File: src/rtl/mips_cpu_mul_div.sv
// Iterative MIPS HI/LO multiply/divide unit for the execute stage.
// Optional macro MIPS_CPU_MULDIV_FAST_MULT_EN: single-cycle MULT/MULTU.
module mips_cpu_mul_div (
    input  logic        clk,
    input  logic        reset,
    input  logic        start,
    input  logic [2:0]  op,
    input  logic [31:0] a,
    input  logic [31:0] b,
    output logic        busy,
    output logic        done,
    output logic [31:0] hi,
    output logic [31:0] lo
);

    typedef enum logic [1:0] {
        S_IDLE,
        S_MUL,
        S_DIV,
        S_FINISH
    } state_t;

    state_t      r_state;
    logic [4:0]  r_cnt;
    logic [63:0] r_p;
    logic [31:0] r_opnd;
    logic        r_neg_q;
    logic        r_neg_r;
    logic        r_busy;
    logic        r_done;
    logic [31:0] r_hi;
    logic [31:0] r_lo;

    logic        w_accept;
    logic        w_sgn_op;
    logic [31:0] w_a_mag;
    logic [31:0] w_b_mag;
    logic [32:0] w_madd;
    logic [63:0] w_mstep;
    logic [63:0] w_mres;
    logic [32:0] w_dsub;
    logic [63:0] w_dstep;
    logic [31:0] w_quo;
    logic [31:0] w_rem;

    assign w_accept = start & ~r_busy;
    assign w_sgn_op = (op == 3'd0) || (op == 3'd2);
    assign w_a_mag  = (w_sgn_op && a[31]) ? (~a + 32'd1) : a;
    assign w_b_mag  = (w_sgn_op && b[31]) ? (~b + 32'd1) : b;

    // Multiply step: r_p = {partial upper, remaining multiplier bits}
    assign w_madd  = {1'b0, r_p[63:32]} + (r_p[0] ? {1'b0, r_opnd} : 33'd0);
    assign w_mstep = {w_madd, r_p[31:1]};
    assign w_mres  = r_neg_q ? (~w_mstep + 64'd1) : w_mstep;

    // Divide step: r_p = {remainder, dividend/quotient shift register}
    assign w_dsub  = r_p[63:31] - {1'b0, r_opnd};
    assign w_dstep = w_dsub[32] ? {r_p[62:0], 1'b0}
                                : {w_dsub[31:0], r_p[30:0], 1'b1};
    assign w_quo   = r_neg_q ? (~w_dstep[31:0] + 32'd1) : w_dstep[31:0];
    assign w_rem   = r_neg_r ? (~w_dstep[63:32] + 32'd1) : w_dstep[63:32];

`ifdef MIPS_CPU_MULDIV_FAST_MULT_EN
    logic [63:0] w_a_ext;
    logic [63:0] w_b_ext;
    logic [63:0] w_fast_prod;

    assign w_a_ext     = (op == 3'd0) ? {{32{a[31]}}, a} : {32'd0, a};
    assign w_b_ext     = (op == 3'd0) ? {{32{b[31]}}, b} : {32'd0, b};
    assign w_fast_prod = w_a_ext * w_b_ext;
`endif

    // Sequencer: accept requests, iterate one bit per cycle, write HI/LO
    always_ff @(posedge clk) begin
        if (reset) begin
            r_state <= S_IDLE;
            r_cnt   <= 5'd0;
            r_p     <= 64'd0;
            r_opnd  <= 32'd0;
            r_neg_q <= 1'b0;
            r_neg_r <= 1'b0;
            r_busy  <= 1'b0;
            r_done  <= 1'b0;
            r_hi    <= 32'd0;
            r_lo    <= 32'd0;
        end else begin
            r_done <= 1'b0;
            unique case (r_state)
                S_MUL: begin
                    r_p   <= w_mstep;
                    r_cnt <= r_cnt + 5'd1;
                    if (r_cnt == 5'd31) begin
                        {r_hi, r_lo} <= w_mres;
                        r_busy       <= 1'b0;
                        r_done       <= 1'b1;
                        r_state      <= S_FINISH;
                    end
                end
                S_DIV: begin
                    r_p   <= w_dstep;
                    r_cnt <= r_cnt + 5'd1;
                    if (r_cnt == 5'd31) begin
                        r_lo    <= w_quo;
                        r_hi    <= w_rem;
                        r_busy  <= 1'b0;
                        r_done  <= 1'b1;
                        r_state <= S_FINISH;
                    end
                end
                default: begin
                    // IDLE and FINISH both accept a new request
                    r_state <= S_IDLE;
                    if (w_accept) begin
                        unique case (op)
                            3'd0, 3'd1: begin
`ifdef MIPS_CPU_MULDIV_FAST_MULT_EN
                                {r_hi, r_lo} <= w_fast_prod;
                                r_done       <= 1'b1;
                                r_state      <= S_FINISH;
`else
                                r_p     <= {32'd0, w_b_mag};
                                r_opnd  <= w_a_mag;
                                r_neg_q <= w_sgn_op & (a[31] ^ b[31]);
                                r_cnt   <= 5'd0;
                                r_busy  <= 1'b1;
                                r_state <= S_MUL;
`endif
                            end
                            3'd2, 3'd3: begin
                                r_p     <= {32'd0, w_a_mag};
                                r_opnd  <= w_b_mag;
                                r_neg_q <= w_sgn_op & (a[31] ^ b[31]);
                                r_neg_r <= w_sgn_op & a[31];
                                r_cnt   <= 5'd0;
                                r_busy  <= 1'b1;
                                r_state <= S_DIV;
                            end
                            3'd4:    r_hi <= a;
                            3'd5:    r_lo <= a;
                            default: ;
                        endcase
                    end
                end
            endcase
        end
    end

    assign busy = r_busy;
    assign done = r_done;
    assign hi   = r_hi;
    assign lo   = r_lo;

endmodule

File: config.mk
export PLATFORM = sky130hd
export DESIGN_NAME = mips_cpu_mul_div
export DESIGN_NICKNAME = d
export VERILOG_FILES = /design/src/rtl/mips_cpu_mul_div.sv
export SDC_FILE = /design/constraint.sdc
export NUM_CORES = 1
export LEC_CHECK = 0
export CAP_MARGIN = 20
export CELL_PAD_IN_SITES_DETAIL_PLACEMENT = 1
export CELL_PAD_IN_SITES_GLOBAL_PLACEMENT = 1
export CORE_UTILIZATION = 39
export DETAILED_ROUTE_END_ITERATION = 6
export PLACE_DENSITY_LB_ADDON = 0.25
export SLEW_MARGIN = 20
export SYNTH_ARGS = -nofsm -noshare
export SYNTH_HDL_FRONTEND = slang
export SYNTH_SLANG_ARGS = --single-unit
File: constraint.sdc
create_clock -name clk -period 9.82 [get_ports clk]
set_input_delay 0.982 -clock clk [delete_from_list [all_inputs] [get_ports clk]]
set_output_delay 0.982 -clock clk [all_outputs]
set_load 0.05 [all_outputs]
==> results.toml <==
[detailed_routing]
detail-route-antenna-nets = 0
avgRoutedWirePerCell_microns = 26.44
avgViaCountPerCell = 6.466
wl_microns = 82150
dr.first_iter.drc_count = 2206
drc_errors = 0
dr.pass1.iters = 6
vias = 20091

[synthesis]
synth.largest_area_cell = "dfxtp_1"
syn_nets = 2676
synth.most_common_cell = "nand2_1"
synth.area.top_cells = "dfxtp_1, xnor2_1, nand2_1, a21oi_1, nor2_1"
yosysWarnings = 0
synth.distinct_cells = 90
yosysSeqAreaShare_pct = 19.74
post_synth.cell_area_avg_sq_um = 6.852
synth_ff_type = "dfxtp_1"
netlist_area_sq_um = 17340
synth_top_area_share_pct = 19.74
ys_seq_elements = 171
synth_commonest_cells = "nand2_1, nor2_1, a21oi_1"
synth-async-reset-ratio_pct = 0
synth-edff-count = 0
syn_inst = 2531

[grt]
grt_overflow = 0
grt_max_degree = 95
antenna_found_initial = 0
grt_pass1_vias = 19533
grt_pass1_wl_microns = 122500
grt_usage_pct = 36.17

[clock_network]
clk_latency_ns = 0.50
clk_path_buf_depth = 2
cts_setup_buffers = 0
htreeDepth = 4
cts-root-buf = "clkbuf_16"
cts_resized = 0
cts_sinks = 171
holdBufCountCts = 0
cts_made_buffers = 17
cts_tree = "yes"
clk_pin_slew_ns = 0.08

[setup_path]
reg2reg_slack_ns = 3.09
cp_max_fo = 29
worstSetupStartpoint = "r_p[31]"
r2r_start = "r_p[31]"
r2r_cells = 22
critPathKind = "flop to flop"
arrival_ns = 7.14
worstPathRequired_ns = 10.23
regToRegEndpoint = "hi[30]"
start_kind = "flop"
worstSetupEndpoint = "hi[30]"
cp-end-kind = "flop"

[sta]
finalCritPeriodShare_pct = 68.50
fmax_mhz = 148.7
holdWs_ns = 0.4517
slew_violations = 0
finalSetupViolCount = 0
rsz0062_at_grt = "no"
clock_skew_ns = 0.01966
setup_tns_ns = 0
relSlewSlack_pct = 32.81
hold_viol_final = 0
post-route-min-period_ns = 6.726
worst_pin_slew_ns = 1.005

[floorplan]
pin_count = 136
rows = 76
die_w_microns = 212.9
start_util_pct = 39.91
die-area_sq_um = 45310
die_y_microns = 212.9
core_area_sq_um = 43460

[placed_design]
dp_cells = 3074
portBuffers = 135
place_area_sq_um = 18890
post-dp-hpwl_microns = 63480
place_congestion = 0.9875

[finish]
fill_cells = 5598
final_cells = 3107
drive_gt1_share_pct = 4.560
nets = 2654
syn2layout_area_growth_pct = 12.64
antennaDiodeCount = 0
final_area_sq_um = 19530

[flow_run]
maxCapViolCount = 0

[pwr]
irDropWorstVdd_mv = 0.1125
p_leak_uw = 0.007066
p_per_area_nw_per_um2 = 126.4

[hold_path]
hold_path_depth = 2
min_path_type = "flop to flop"

[outcome]
status = "finished, final reports clean"
cells in the final DEF, fill, tap and decap left out, types with 27 or more instances in the layout:
cell	instances
ha_1	71
inv_1	77
dfxtp_1	170
o31ai_1	45
a21oi_1	253
buf_4	27
nand3_1	66
a22oi_1	43
xnor2_1	159
xor2_1	57
o21ai_0	127
nand2_1	361
a221oi_1	43
or3_1	46
clkdlybuf4s50_1	134
nor2_1	274
nor3_1	71
o211ai_1	31
worst min path at each step:
stage,to,startpoint
6_report,r_opnd[5],r_opnd[5]
5_1_grt,r_opnd[21],r_opnd[21]
4_1_cts,r_opnd[10],r_opnd[10]
3_5_place_dp,r_opnd[10],r_opnd[10]
3_3_place_gp,r_opnd[23],r_opnd[23]
2_1_floorplan,r_opnd[10],r_opnd[10]
layer usage:
metal	GRT usage [%]	part of all wire (%)
met2	53.69	42
met1	49.79	44
met4	19.20	5.2
met5	0	0
met3	5.898	8.1
area by class of cell:
type | count | area (sq um) | area share [%]
flip-flops and latches | 171 | 3425 | 17.53
multi-input cells | 2076 | 12880 | 65.92
repair buffers | 163 | 1583 | 8.103
clock inverters | 15 | 192.7 | 0.9864
clock buffers | 17 | 425.4 | 2.178
inverters | 80 | 300.3 | 1.537
well taps | 585 | 732.0 | 3.747
cells by family after synthesis:
| group | count (synthesis) | synth area share (%) |
|---|---|---|
| simple gates | 976 | 25.71 |
| compound gates | 782 | 30.08 |
| xor+xnor | 216 | 10.91 |
| flops | 171 | 19.74 |
| buf+inv | 284 | 6.400 |
| mux | 27 | 1.667 |
| fa+ha+maj | 75 | 5.498 |
stage by stage:
stage / util [%] / power (uW) / worst slack (ns)
5_1_grt: 44.95 / 2561 / 2.707
6_report: 44.95 / 2470 / 3.094
2_1_floorplan: - / 1390 / 4.082
3_3_place_gp: 43.46 / 1699 / 3.687
3_5_place_dp: 43.46 / 1719 / 3.303
4_1_cts: 44.89 / 2442 / 3.267
power breakdown:
group          switching, uW  total, uW  internal, uW  leakage, uW
Clock                    381        728           347     0.000295
Sequential              63.1        792           729      0.00139
Combinational            649        949           301      0.00538
state kept, by name, summed over array words and instances, names as in the netlist:
name	flops
r_neg_q	1
r_neg_r	1
r_cnt	5
hi	32
lo	32
busy	1
r_p	64
done	1
r_state	2
r_opnd	32
worst max-delay path, stage by stage, from the launching register on:
cell      delay (ns)
dfxtp_1         0.52
inv_1           0.09
ha_1            0.24
fa_1            0.42
nand2b_1        0.21
a211oi_2        0.40
o211ai_1        0.34
a211oi_4        0.36
nor3_2          0.06
buf_4           0.25
nor2_4          0.67
inv_1           0.24
a21oi_1         0.30
ha_1            0.28
inv_1           0.12
a211oi_1        0.31
nand4_1         0.19
a222oi_1        0.47
nand4_1         0.22
o41ai_1         0.41
xnor2_1         0.18
a22oi_1         0.11
a211oi_1        0.26
(Power assumes the default switching activity.)
==> variant (config.mk and constraints unchanged) <==
Register the output `done` once more, with the module's reset; this adds one clock of latency there. The other outputs are not delayed to match.
--- a/src/rtl/mips_cpu_mul_div.sv
+++ b/src/rtl/mips_cpu_mul_div.sv
@@ -146,7 +146,13 @@
     end
 
     assign busy = r_busy;
-    assign done = r_done;
+    always_ff @(posedge clk) begin
+        if (reset) begin
+            done <= '0;
+        end else begin
+            done <= r_done;
+        end
+    end
     assign hi   = r_hi;
     assign lo   = r_lo;
 
Function: no difference found for any inputs over 4 cycles, from zero or initial values and one cycle with reset high; that may be too few to reach the edited logic, so the function may still have changed.
==> variant against the unedited design <==
Cell area rose by 1.3%. Via count rose by 2.2%. Power grew 1.1%. Critical endpoint is now hi[16]$_SDFFE_PP0P_. Worst hold slack worse by 0.0057 ns. First-iteration DRC count down 4.8%. Sequential share of layout area down 0.12 points. Setup slack improved by 0.74 ns. Routed wire length up 3.5%. Highest routed layer is now met5. Synthesized area up 1.6%. Sequential cell count grew 1.
==> variant: results (changes against the unedited design) <==
powerSeq_uw: 799  # +0.9%
clockBufferDepth: 2  # unchanged
tightest_slew_ns: 1.08  # +0.0739 ns
clkPwrFrac: 0.285  # -0.010
synth_common_cells: "nand2_1, nor2_1, a21oi_1"
grt_pass1_wl_um: 126000  # +3.2%
gp_congestion: 1.02  # +3.6%
ys_seq_area_frac: 0.195  # -0.00196
via_per_inst: 6.59  # +1.9%
fill_cells: 5655  # +1.0%
outcome: "finished, final reports clean"
holdCritPathClass: "flop to flop"
critPathArrivalTime_ns: 6.35  # -0.79 ns
cts-root-buf: "clkbuf_16"
antenna_cells: 0  # unchanged
placed_area_um2: 19200  # +1.7%
finalPower_mw: 2.50  # +1.1%
p_leak_nw: 7.18  # +1.6%
synth_cell_types: 87  # -3.3%
synthesis.nets: 2672  # -0.15%
portBuffers: 135  # unchanged
finalSetupViolCount: 0  # unchanged
synthTopCellsByArea: "dfxtp_1, a21oi_1, xnor2_1, nand2_1, nor2_1"
peakVddDrop_uv: 106  # -5.6%
insertion_delay_ns: 0.49
drive_above_1_share: 0.0527  # +0.00714
finClkSkew_ns: 0.0187  # -0.000931 ns
drt_pre_antenna_iters: 6  # unchanged
drt_iter0_drc: 2100  # -4.8%
largest-register: "r_p"
cts.reportedPaths.clkPinSlew_ns: 0.08  # about the same
antenna_found_initial: 4  # +4
synth_ff_type: "dfxtp_1"
largest_reg_flops: 64  # unchanged
ys_warn_count: 0  # unchanged
grt_pass1_vias: 19916  # +2.0%
grt_usage: 0.359  # -0.00225
avgRoutedWirePerCell_um: 27.3  # +3.3%
p_sw_frac: 0.446  # +0.00321
ys_async_sr_fraction: 0  # unchanged
path_max_fanout: 40  # +38%
ctsHtreeMaxLevel: 4  # unchanged
cts.repair.resized: 0  # unchanged
postCtsSetupRepairBufs: 0  # unchanged
hpwlAfterDp_um: 65700  # +3.5%
cts_buffers: 17  # unchanged
grt_max_degree: 87  # -8.4%
## variant: changes by cell type in the layout (fill, tap and decap cells not counted), sizes merged, moves of 10 or more
cell,delta
nand2,-61
a21oi,-24
mux2,+15
xor2,+19
inv,-12
o211ai,+14
nor2,+20
nand3,+10
xnor2,-29
or3,-12
## variant: critical path, cell delays in order, from the launching register on
cell and delay, ns:
dfxtp_1 0.53, inv_1 0.10, ha_1 0.25, fa_1 0.41, nor2b_1 0.21, o31a_1 0.27
o211ai_1 0.32, a21oi_1 0.46, o21a_1 0.59, nor2_4 0.07, buf_4 0.32, nand2_1 0.16
o21ai_0 0.10, ha_1 0.26, nand2_1 0.08, nor2_1 0.04, and4_1 0.25, o2bb2ai_2 0.45
o21ai_0 0.20, xor2_1 0.17, o221a_2 0.25, a2111oi_0 0.37
## variant: per-stage QoR
| step | hold WS (ns) | setup slack (ns) | cells | util |
|---|---|---|---|---|
| after floorplan | 0.414 | 5.09 | 2527 | - |
| after global placement | 0.428 | 4.26 | 3082 | 0.432 |
| after detailed placement | 0.434 | 4.05 | 3082 | 0.432 |
| after CTS | 0.451 | 4.05 | 3114 | 0.445 |
| after global routing | 0.466 | 3.53 | 3114 | 0.445 |
| final | 0.446 | 3.83 | 3114 | 0.445 |
## variant: path summary, 6_finish.rpt
check                           slack, ns                  end                  from  cells past startpoint
worst max-delay path                 3.83  hi[16]$_SDFFE_PP0P_  r_p[31]$_SDFFE_PP0P_                     21
worst min-delay path                 0.45      done$_SDFF_PP0_     r_done$_SDFF_PP0_                      1
worst max register to register       3.83  hi[16]$_SDFFE_PP0P_  r_p[31]$_SDFFE_PP0P_                     21
worst min register to register       0.45      done$_SDFF_PP0_     r_done$_SDFF_PP0_                      1
## variant: routing by layer
| metal | global-route usage | part of all wire | vias up |
|---|---|---|---|
| met1 | 0.465 | 0.42 | 10133 |
| met2 | 0.564 | 0.44 | 968 |
| met3 | 0.0738 | 0.088 | 216 |
| met5 | 0 | 0.00060 | - |
| li1 | - | - | 9199 |
| met4 | 0.181 | 0.053 | 8 |
## variant: logic make-up (layout without fill, tap and decap cells)
group                      count (synthesis)  in the layout  synth area share
AOI/OAI and AO/OA                        810            810             0.310
and+or+nand+nor                          951            951             0.251
muxes                                     48             48            0.0287
xor gates and xnor gates                 206            206             0.102
DFF                                      172            172             0.195
buffers and inverters                    265            260            0.0582
adders and majority gates                 75             75            0.0541
## variant: cell type report
class	instances	area (um2)	share of cell area
Clock inverter	14	144	0.00727
Sequential cell	172	3440	0.174
Multi-Input combinational cell	2090	13200	0.668
Timing Repair Buffer	161	1550	0.0783
Tap cell	592	741	0.0374
Clock buffer	18	429	0.0217
Inverter	67	251	0.0127
